$ cat config.mk
export PLATFORM = sky130hd
export DESIGN_NAME = mvm_param
export DESIGN_NICKNAME = d
export VERILOG_FILES = /design/src/rtl/mvm_pkg.sv /design/src/rtl/mvm_dot_slice.sv /design/src/rtl/mvm_param.sv
export SDC_FILE = /design/constraint.sdc
export NUM_CORES = 2
export LEC_CHECK = 0
export CORE_UTILIZATION = 53
export CTS_CLUSTER_SIZE = 20
export DETAILED_ROUTE_END_ITERATION = 16
export GPL_ROUTABILITY_DRIVEN = 0
export GPL_TIMING_DRIVEN = 0
export HOLD_SLACK_MARGIN = 0.15
export PLACE_DENSITY_LB_ADDON = 0.15
export SYNTH_ARGS = -nofsm -noshare
export SYNTH_HDL_FRONTEND = slang
export SYNTH_HIERARCHICAL = 1
export SYNTH_SLANG_ARGS = --single-unit
$ cat constraint.sdc
create_clock -name clk -period 8 [get_ports clk]
set_input_delay 0.8 -clock clk [delete_from_list [all_inputs] [get_ports clk]]
set_output_delay 0.8 -clock clk [all_outputs]
set_load 0.1 [all_outputs]
$ cat src/rtl/mvm_pkg.sv
// Shared types and helpers for the matrix-vector multiplier.
package mvm_pkg;

  typedef enum logic [2:0] {
    IDLE,
    LOAD_M,
    LOAD_V,
    COMPUTE,
    OUTPUT
  } state_t;

  function automatic int acc_width(input int k, input int b);
    return 2 * b + $clog2(k);
  endfunction

  // Clip v into the signed range of 'width' bits.
  function automatic logic signed [63:0] sat_clip(input logic signed [63:0] v, input int width);
    logic signed [63:0] hi;
    logic signed [63:0] lo;
    hi = (64'sd1 <<< (width - 1)) - 64'sd1;
    lo = -hi - 64'sd1;
    if (v > hi) return hi;
    if (v < lo) return lo;
    return v;
  endfunction

  function automatic logic sat_hit(input logic signed [63:0] v, input int width);
    logic signed [63:0] hi;
    logic signed [63:0] lo;
    hi = (64'sd1 <<< (width - 1)) - 64'sd1;
    lo = -hi - 64'sd1;
    return (v > hi) || (v < lo);
  endfunction

endpackage

$ cat src/rtl/mvm_dot_slice.sv
// P parallel signed multipliers with a registered product stage, reduced
// combinationally into one accumulator-width partial sum.
module mvm_dot_slice
  import mvm_pkg::*;
#(
  parameter int K = 16,
  parameter int B = 8,
  parameter int P = 1
) (
  input  logic                               clk,
  input  logic                               reset,
  input  logic [P*B-1:0]                     a_lanes,
  input  logic [P*B-1:0]                     x_lanes,
  output logic signed [acc_width(K, B)-1:0] sum
);

  localparam int W  = acc_width(K, B);
  localparam int PW = 2 * B;

  logic [P*PW-1:0] prod_flat;

  genvar gi;
  generate
    for (gi = 0; gi < P; gi++) begin : g_lane
      logic signed [B-1:0]  a_l;
      logic signed [B-1:0]  x_l;
      logic signed [PW-1:0] prod_reg;

      assign a_l = a_lanes[gi*B +: B];
      assign x_l = x_lanes[gi*B +: B];

      always_ff @(posedge clk or posedge reset) begin
        if (reset) prod_reg <= '0;
        else       prod_reg <= PW'(a_l) * PW'(x_l);
      end

      assign prod_flat[gi*PW +: PW] = prod_reg;
    end
  endgenerate

  always_comb begin
    sum = '0;
    for (int i = 0; i < P; i++) begin
      sum = sum + W'(signed'(prod_flat[i*PW +: PW]));
    end
  end

endmodule

$ cat src/rtl/mvm_param.sv
// K x K by K signed matrix-vector multiplier with P MAC lanes and saturated output.
// Optional feature: define MVM_RELU_EN to clamp negative results to zero.
module mvm_param
  import mvm_pkg::*;
#(
  parameter int K = 16,
  parameter int B = 8,
  parameter int P = 1
) (
  input  logic           clk,
  input  logic           reset,
  input  logic           loadMatrix,
  input  logic           loadVector,
  input  logic           start,
  input  logic           in_valid,
  input  logic [B-1:0]   data_in,
  output logic           done,
  output logic           busy,
  output logic           out_valid,
  output logic           out_sat,
  output logic [2*B-1:0] data_out
);

  localparam int CH = K / P;
  localparam int N  = K * K / P;
  localparam int W  = acc_width(K, B);
  localparam int OW = 2 * B;
  localparam int MA = $clog2(N);
  localparam int VA = (CH > 1) ? $clog2(CH) : 1;
  localparam int RW = $clog2(K);
  localparam int LW = $clog2(K * K);

  state_t              state;
  logic [LW-1:0]       ld_idx;
  logic                matrix_loaded;
  logic                vector_loaded;
  logic [RW-1:0]       rd_row;
  logic [VA-1:0]       rd_chunk;
  logic [RW-1:0]       wr_row;
  logic [RW:0]         out_idx;
  logic                issuing;
  logic                v1, last1, v2, last2;
  logic signed [W-1:0] acc;
  logic signed [W-1:0] tree_sum;
  logic signed [W-1:0] row_sum;
  logic                go;
  logic                issue;
  logic [MA-1:0]       mat_raddr;
  logic [MA-1:0]       ld_maddr;
  logic [VA-1:0]       ld_vaddr;
  logic [P*B-1:0]      a_lanes;
  logic [P*B-1:0]      x_lanes;
  logic [OW:0]         res_word;
  logic [OW:0]         res_mem [K];

  assign go    = (state == IDLE) && !loadMatrix && !loadVector && start
                 && matrix_loaded && vector_loaded;
  assign issue = go || ((state == COMPUTE) && issuing);

  // Lane l of chunk c in row i is A[i*K + c*P + l], stored in bank l at i*CH + c.
  assign mat_raddr = MA'(int'(rd_row) * CH + int'(rd_chunk));
  assign ld_maddr  = MA'(int'(ld_idx) / P);
  assign ld_vaddr  = VA'(int'(ld_idx) / P);

  genvar gi;
  generate
    for (gi = 0; gi < P; gi++) begin : g_bank
      logic signed [B-1:0] mat_mem [N];
      logic signed [B-1:0] vec_mem [CH];
      logic signed [B-1:0] a_rd;
      logic signed [B-1:0] x_rd;

      always_ff @(posedge clk) begin
        if (state == LOAD_M && in_valid && (int'(ld_idx) % P) == gi)
          mat_mem[ld_maddr] <= data_in;
        if (state == LOAD_V && in_valid && (int'(ld_idx) % P) == gi)
          vec_mem[ld_vaddr] <= data_in;
        a_rd <= mat_mem[mat_raddr];
        x_rd <= vec_mem[rd_chunk];
      end

      assign a_lanes[gi*B +: B] = a_rd;
      assign x_lanes[gi*B +: B] = x_rd;
    end
  endgenerate

  mvm_dot_slice #(.K(K), .B(B), .P(P)) u_slice (
    .clk     (clk),
    .reset   (reset),
    .a_lanes (a_lanes),
    .x_lanes (x_lanes),
    .sum     (tree_sum)
  );

  assign row_sum = acc + tree_sum;

  always_comb begin
    res_word = {sat_hit(64'(row_sum), OW), OW'(sat_clip(64'(row_sum), OW))};
`ifdef MVM_RELU_EN
    if (row_sum < 0) res_word = '0;
`endif
  end

  always_ff @(posedge clk) begin
    if (v2 && last2) res_mem[wr_row] <= res_word;
  end

  always_ff @(posedge clk or posedge reset) begin
    if (reset) begin
      state         <= IDLE;
      ld_idx        <= '0;
      matrix_loaded <= 1'b0;
      vector_loaded <= 1'b0;
      rd_row        <= '0;
      rd_chunk      <= '0;
      wr_row        <= '0;
      out_idx       <= '0;
      issuing       <= 1'b0;
      v1            <= 1'b0;
      last1         <= 1'b0;
      v2            <= 1'b0;
      last2         <= 1'b0;
      acc           <= '0;
      done          <= 1'b0;
      busy          <= 1'b0;
      out_valid     <= 1'b0;
      out_sat       <= 1'b0;
      data_out      <= '0;
    end else begin
      done <= 1'b0;

      // Read issue: one P-wide chunk per cycle, rows in order.
      if (issue) begin
        if (rd_chunk == VA'(CH - 1)) begin
          rd_chunk <= '0;
          if (rd_row == RW'(K - 1)) begin
            rd_row  <= '0;
            issuing <= 1'b0;
          end else begin
            rd_row  <= rd_row + 1'b1;
            issuing <= 1'b1;
          end
        end else begin
          rd_chunk <= rd_chunk + 1'b1;
          issuing  <= 1'b1;
        end
      end

      v1    <= issue;
      last1 <= issue && (rd_chunk == VA'(CH - 1));
      v2    <= v1;
      last2 <= last1;

      if (v2) begin
        if (last2) begin
          acc    <= '0;
          wr_row <= (wr_row == RW'(K - 1)) ? '0 : wr_row + 1'b1;
        end else begin
          acc <= row_sum;
        end
      end

      case (state)
        IDLE: begin
          ld_idx <= '0;
          if (loadMatrix) begin
            state <= LOAD_M;
            busy  <= 1'b1;
          end else if (loadVector) begin
            state <= LOAD_V;
            busy  <= 1'b1;
          end else if (go) begin
            state <= COMPUTE;
            busy  <= 1'b1;
          end
        end
        LOAD_M: begin
          if (in_valid) begin
            if (ld_idx == LW'(K * K - 1)) begin
              state         <= IDLE;
              busy          <= 1'b0;
              matrix_loaded <= 1'b1;
              ld_idx        <= '0;
            end else begin
              ld_idx <= ld_idx + 1'b1;
            end
          end
        end
        LOAD_V: begin
          if (in_valid) begin
            if (ld_idx == LW'(K - 1)) begin
              state         <= IDLE;
              busy          <= 1'b0;
              vector_loaded <= 1'b1;
              ld_idx        <= '0;
            end else begin
              ld_idx <= ld_idx + 1'b1;
            end
          end
        end
        COMPUTE: begin
          out_idx <= '0;
          if (v2 && last2 && wr_row == RW'(K - 1)) state <= OUTPUT;
        end
        OUTPUT: begin
          if (out_idx == (RW + 1)'(K)) begin
            state     <= IDLE;
            busy      <= 1'b0;
            out_valid <= 1'b0;
            out_sat   <= 1'b0;
            data_out  <= '0;
            out_idx   <= '0;
          end else begin
            data_out  <= res_mem[out_idx[RW-1:0]][OW-1:0];
            out_sat   <= res_mem[out_idx[RW-1:0]][OW];
            out_valid <= 1'b1;
            done      <= (out_idx == '0);
            out_idx   <= out_idx + 1'b1;
          end
        end
        default: state <= IDLE;
      endcase
    end
  end

endmodule

Word-level counts from Yosys, hierarchy flattened
Memory sizes are Yosys's and may differ from the RTL's. A register that Yosys moved wholly into a read port is not among the register bits.
Index checks and enable logic that the tools add are counted.
Word-level totals
  word-level logic and storage cells: 127
  RAM bits: 2448
  memories: 3
  bits in registers: 91
  input bits: 14
  output and inout port bits: 20
Memory list
  g_bank[0].mat_mem: depth 256, width 8, rd ports 1, clocked after Yosys merged registers in 1, write ports 1, RTL line mvm_param.sv:68  | logic signed [B-1:0] mat_mem [N];
  res_mem: depth 16, width 17, rd ports 1, clocked after Yosys merged registers in 0, write ports 1, RTL line mvm_param.sv:54  | logic [OW:0] res_mem [K];
  g_bank[0].vec_mem: depth 16, width 8, rd ports 1, clocked after Yosys merged registers in 1, write ports 1, RTL line mvm_param.sv:69  | logic signed [B-1:0] vec_mem [CH];
Operators by class
  equal/unequal tests: 17
  multiplexer cells: 50
  reductions and logical operators: 27
  add/subtract/negate cells: 7
  order comparisons: 2
  multiply operators: 1
Operator list (count)
  two-way mux 16 bit: 5
  two-way mux 8 bit: 4
  two-way mux 3 bit: 9
  case mux 8 bit (3 select lines): 1
  two-way mux 1 bit: 23
  adder 20 x 16 -> 20 bit: 1
  greater-than comparator 20 x 16 -> 1 bit, second input constant: 1
  less-than comparator 20 x 16 -> 1 bit, second input constant: 1
  two-way mux 20 bit: 1
  multiplier 8 x 8 -> 16 bit: 1
  case mux 3 bit (5 select lines): 1
  AND reduction 7 bit: 2
  adder 4 x 1 -> 4 bit, second input constant: 3
  == test 4 bit, second input constant: 3
  two-way mux 4 bit: 3
  logical AND 1 bit: 11
  case mux 5 bit (2 select lines): 1
  AND reduction 3 bit: 3
  adder 8 x 1 -> 8 bit, second input constant: 1
  adder 8 x 4 -> 8 bit: 1
  == test 8 x 4 -> 1 bit, second input constant: 1
  == test 8 bit, second input constant: 1
  == test 3 x 2 -> 1 bit, second input constant: 2
  inequality test 2 x 1 -> 1 bit, second input constant: 3
  other kinds (16): 21

Longest topological paths before layout
  word-level depth: 10
  gate-level depth with buffers: 17
  gate-level depth less buffers: 17

Cells and area by module
The synthesis kept the hierarchy.
Modules (own cells, without submodules)
  mvm_param: seq. area each 75707.6 µm², cells an instance 4468, area an instance 98892.3 µm², times used 1
  mvm_dot_slice: seq. area each 400.4 µm², cells an instance 310, area an instance 2966.6 µm², times used 1

Worst setup path after synthesis
No wires, ideal clock.
  path kind: register to register
  start: reg g_bank[0].x_rd[7], read port of g_bank[0].vec_mem
  end: reg u_slice.g_lane[0].prod_reg[11]
  data required time: 7.931 ns
  path slack: 3.951 ns
  arrival time: 3.981 ns
  cell stages (with the launch flop): 15
  clock period less this slack: 4.049 ns
  library setup time: 0.069 ns
  path buffers: 0
  cells stage by stage: dfxtp_1 > nand2b_1 > fa_1 > fa_1 > inv_1 > fa_1 > inv_1 > fa_1 > inv_1 > ha_1 > a21o_1 > a21oi_2 > a21boi_2 > or4_1 > nand3_1
Between the ends
  word-level cells in the longest chain between the ends: 1
RTL lines
  from (decl): RTL line mvm_param.sv:71  | logic signed [B-1:0] x_rd;
  multiplier 8 x 8 -> 16 bit: RTL line mvm_dot_slice.sv:34  | else prod_reg <= PW'(a_l) * PW'(x_l);
  to (signal assigned): RTL line mvm_dot_slice.sv:34
  to (decl): RTL line mvm_dot_slice.sv:27  | logic signed [PW-1:0] prod_reg;
No other way between the ends.
A chain may end at the register's enable or synchronous reset.

Worst setup path in the final report
  start: reg rd_chunk[3]
  end: reg g_bank[0].a_rd[7] (netlist: a_lanes[7]), read port of g_bank[0].mat_mem
Between the ends
  word-level cells in the longest chain between the ends: 1
RTL lines
  from (decl): RTL line mvm_param.sv:38  | logic [VA-1:0] rd_chunk;
  from (signal assigned): RTL line mvm_param.sv:144  | rd_chunk <= rd_chunk + 1'b1;
  adder 8 x 4 -> 8 bit: RTL line mvm_param.sv:61  | assign mat_raddr = MA'(int'(rd_row) * CH + int'(rd_chunk));
  to (decl): RTL line mvm_param.sv:70  | logic signed [B-1:0] a_rd;
No other way between the ends.

==> qor.yml <==
status: "complete, but fails checks"
violations: "capacitance limit, slew limit"
num_vias: 53200
cts_buffers: 277
start_util: 0.534
ys_async_sr_fraction: 0.0356
tns_ns: 0
r2r_setup_slack_ns: 2.10
drive_gt1_frac: 0.246
synth_edf_count: 2448
layout.nets: 5240
r2r_start: "rd_chunk[3]"
coreArea_um2: 191000
cts_root_buf: "clkbuf_16"
largest_reg_flops: 2048
reg2reg_to: "a_lanes[7]"
final_antenna_net_count: 0
hold_path_class: "in2async"
synth_fp_nets: 4908
wl_per_cell_um: 40.8
rr_worst_depth: 7
yosysTopAreaCellShare: 0.722
required_ns: 8.75
p_per_area_nw_per_um2: 236
maxSlewHeadroom: -0.138
grt_pass1_wl_um: 430000
cts.sinks: 2555
vias_per_cell: 6.82
top_level_ports: 34
hold_viol: 0
cp_max_fo: 10
hpwl_um: 199000
area_delta_synth_final_pct: 12.1
wl_um: 319000
internal_power_w: 0.0216
route.detailed.drc: 0
end_kind: "flip-flop"
drt_iter0_drc: 8247
p_sw_w: 0.00534
grt.overflow.total: 0
p_seq_frac: 0.542
critPathKind: "reg2reg"
die_h_um: 440
row_count: 160
fin_util: 0.599
first_global_vias: 51700
ir_drop_uv: 243
p_leak_nw: 35.6
ys_seq_elements: 2555
grtUsageTotal: 0.334
reg_top3: "g_bank.mat_mem (2048), res_mem (272), g_bank.vec_mem (128)"
p_comb_frac: 0.009
finClkSkew_ns: 0.0519
yosysTopAreaCell: "edfxtp_1"
power.share.clock: 0.449
worstSetupEndpoint: "a_lanes[7]"
clkTransAtPathRegs_ns: 0.06
tritoncts: "done"
fin_ws_ns: 2.10
cts_setup_buffers: 0
yosys-top-cells-area: "edfxtp_1 72%, mux4_2 16%, dfrtp_1 2.2%"
yosysMostFrequentCell: "edfxtp_1"
ys_seq_area_frac: 0.747
cp.arrival_ns: 6.65
synthTopCellsByCount: "2448 x edfxtp_1, 741 x mux4_2, 316 x nor2_1"
synthFlopType: "edfxtp_1"
setup_viol: 0
postSynthAreaPerCell_um2: 21.3
syn_area_um2: 102000
dr.pass1.iters: 7
sw_frac_of_total: 0.198
cp-start-kind: "flip-flop"
rsz0062_at_grt: "false"
ys_warn_count: 6
grt_max_degree: 157
cap_violations: 4
crit_start: "rd_chunk[3]"
fp.dieArea_um2: 194000
largest_register: "g_bank.mat_mem"
finalMaxSlewViolations: 33
fill_cells: 13600
worstMarginPinSlew_ns: 1.71
numPortBuffers: 33
synth_cell_types: 66
clk_latency_ns: 0.96
cts_resized: 0
period_minus_slack_ns: 5.90
max_freq_mhz: 170
syn-instance-count: 4778
place_ws_ns: 2.39
cts_hold_buf: 0
antenna_found_initial: 11
clock_path_buffers: 4
die_w_um: 440
finalCritPeriodShare: 0.737
htreeDepth: 5
==> layer usage <==
layer | share of wire | global-route usage | vias up
met5 | 0.00074 | 0.00571 | -
li1 | - | - | 20300
met1 | 0.36 | 0.440 | 28400
met2 | 0.46 | 0.502 | 3731
met3 | 0.13 | 0.113 | 783
met4 | 0.057 | 0.157 | 12
==> worst min path at each step <==
stage,startpoint,to,slack (ns),depth (start not counted)
floorplan,last1,last2,0.33,0
global placement,last1,last2,0.33,0
detailed placement,last1,last2,0.34,0
CTS,reset,acc[13],0.27,2
global route,reset,acc[13],0.33,2
finish,reset,acc[13],0.29,2
==> power by group through the flow <==
stage	clock, W	combinational [W]	sequential, W
final	0.0121	0.000237	0.0146
after global routing	0.0126	0.000248	0.0146
after CTS	0.0121	0.000232	0.0146
after detailed placement	0	0.000234	0.0149
after global placement	0	0.000200	0.0150
after floorplan	0	0.0000169	0.0149
==> layout make-up <==
cell class,instances,area (µm²),share of cell area
inverter,141,532,0.00466
tap,2511,3140,0.0275
multi-input combinational,1830,24000,0.210
buffer,252,1320,0.0115
clock inverter,94,787,0.00689
sequential,2555,76100,0.667
antenna,1,2.50,0.0000219
clock buffer,368,7520,0.0659
timing repair buffer,53,776,0.00679
==> metrics by stage <==
stage	total power [W]	hold slack (ns)	instance area, µm²	std cells
2_1_floorplan	0.0149	0.331	102000	4778
3_3_place_gp	0.0152	0.334	105000	7322
3_5_place_dp	0.0151	0.341	106000	7342
4_1_cts	0.0270	0.272	114000	7804
5_1_grt	0.0275	0.329	114000	7805
6_report	0.0270	0.290	114000	7805
==> cells in the final DEF, fill, tap and decap left out, types with 28 or more instances in the layout <==
cell type / n
edfxtp_1: 2448
mux4_2: 741
nor2_1: 316
clkbuf_16: 286
clkbuf_1: 152
inv_1: 139
nand2_1: 110
dfrtp_1: 91
buf_2: 79
and2_1: 60
ha_1: 60
fa_1: 56
o21ai_0: 54
a21oi_1: 52
mux2i_1: 49
clkinv_1: 43
clkbuf_2: 39
o22ai_1: 32
buf_4: 29
clkinv_2: 28
==> kinds of logic (layout without fill, tap and decap cells) <==
| group | count (synthesis) | after routing | share of synthesized area |
|---|---|---|---|
| flops | 2555 | 2555 | 0.747 |
| fa+ha+maj | 118 | 118 | 0.0186 |
| xor+xnor | 36 | 36 | 0.00310 |
| mux | 803 | 803 | 0.170 |
| other cells | 0 | 1 | 0 |
| buf+inv | 393 | 908 | 0.0175 |
| simple gates | 601 | 601 | 0.0262 |
| compound gates | 272 | 272 | 0.0173 |
==> critical path: stages (launching register included) <==
cell	delay, ns
dfrtp_1	0.90
buf_2	0.59
buf_1	1.10
clkbuf_1	1.19
mux4_2	0.52
a22oi_1	0.52
a21oi_1	0.34
a211o_1	0.47
No activity file was read; power rests on OpenSTA's default activity.
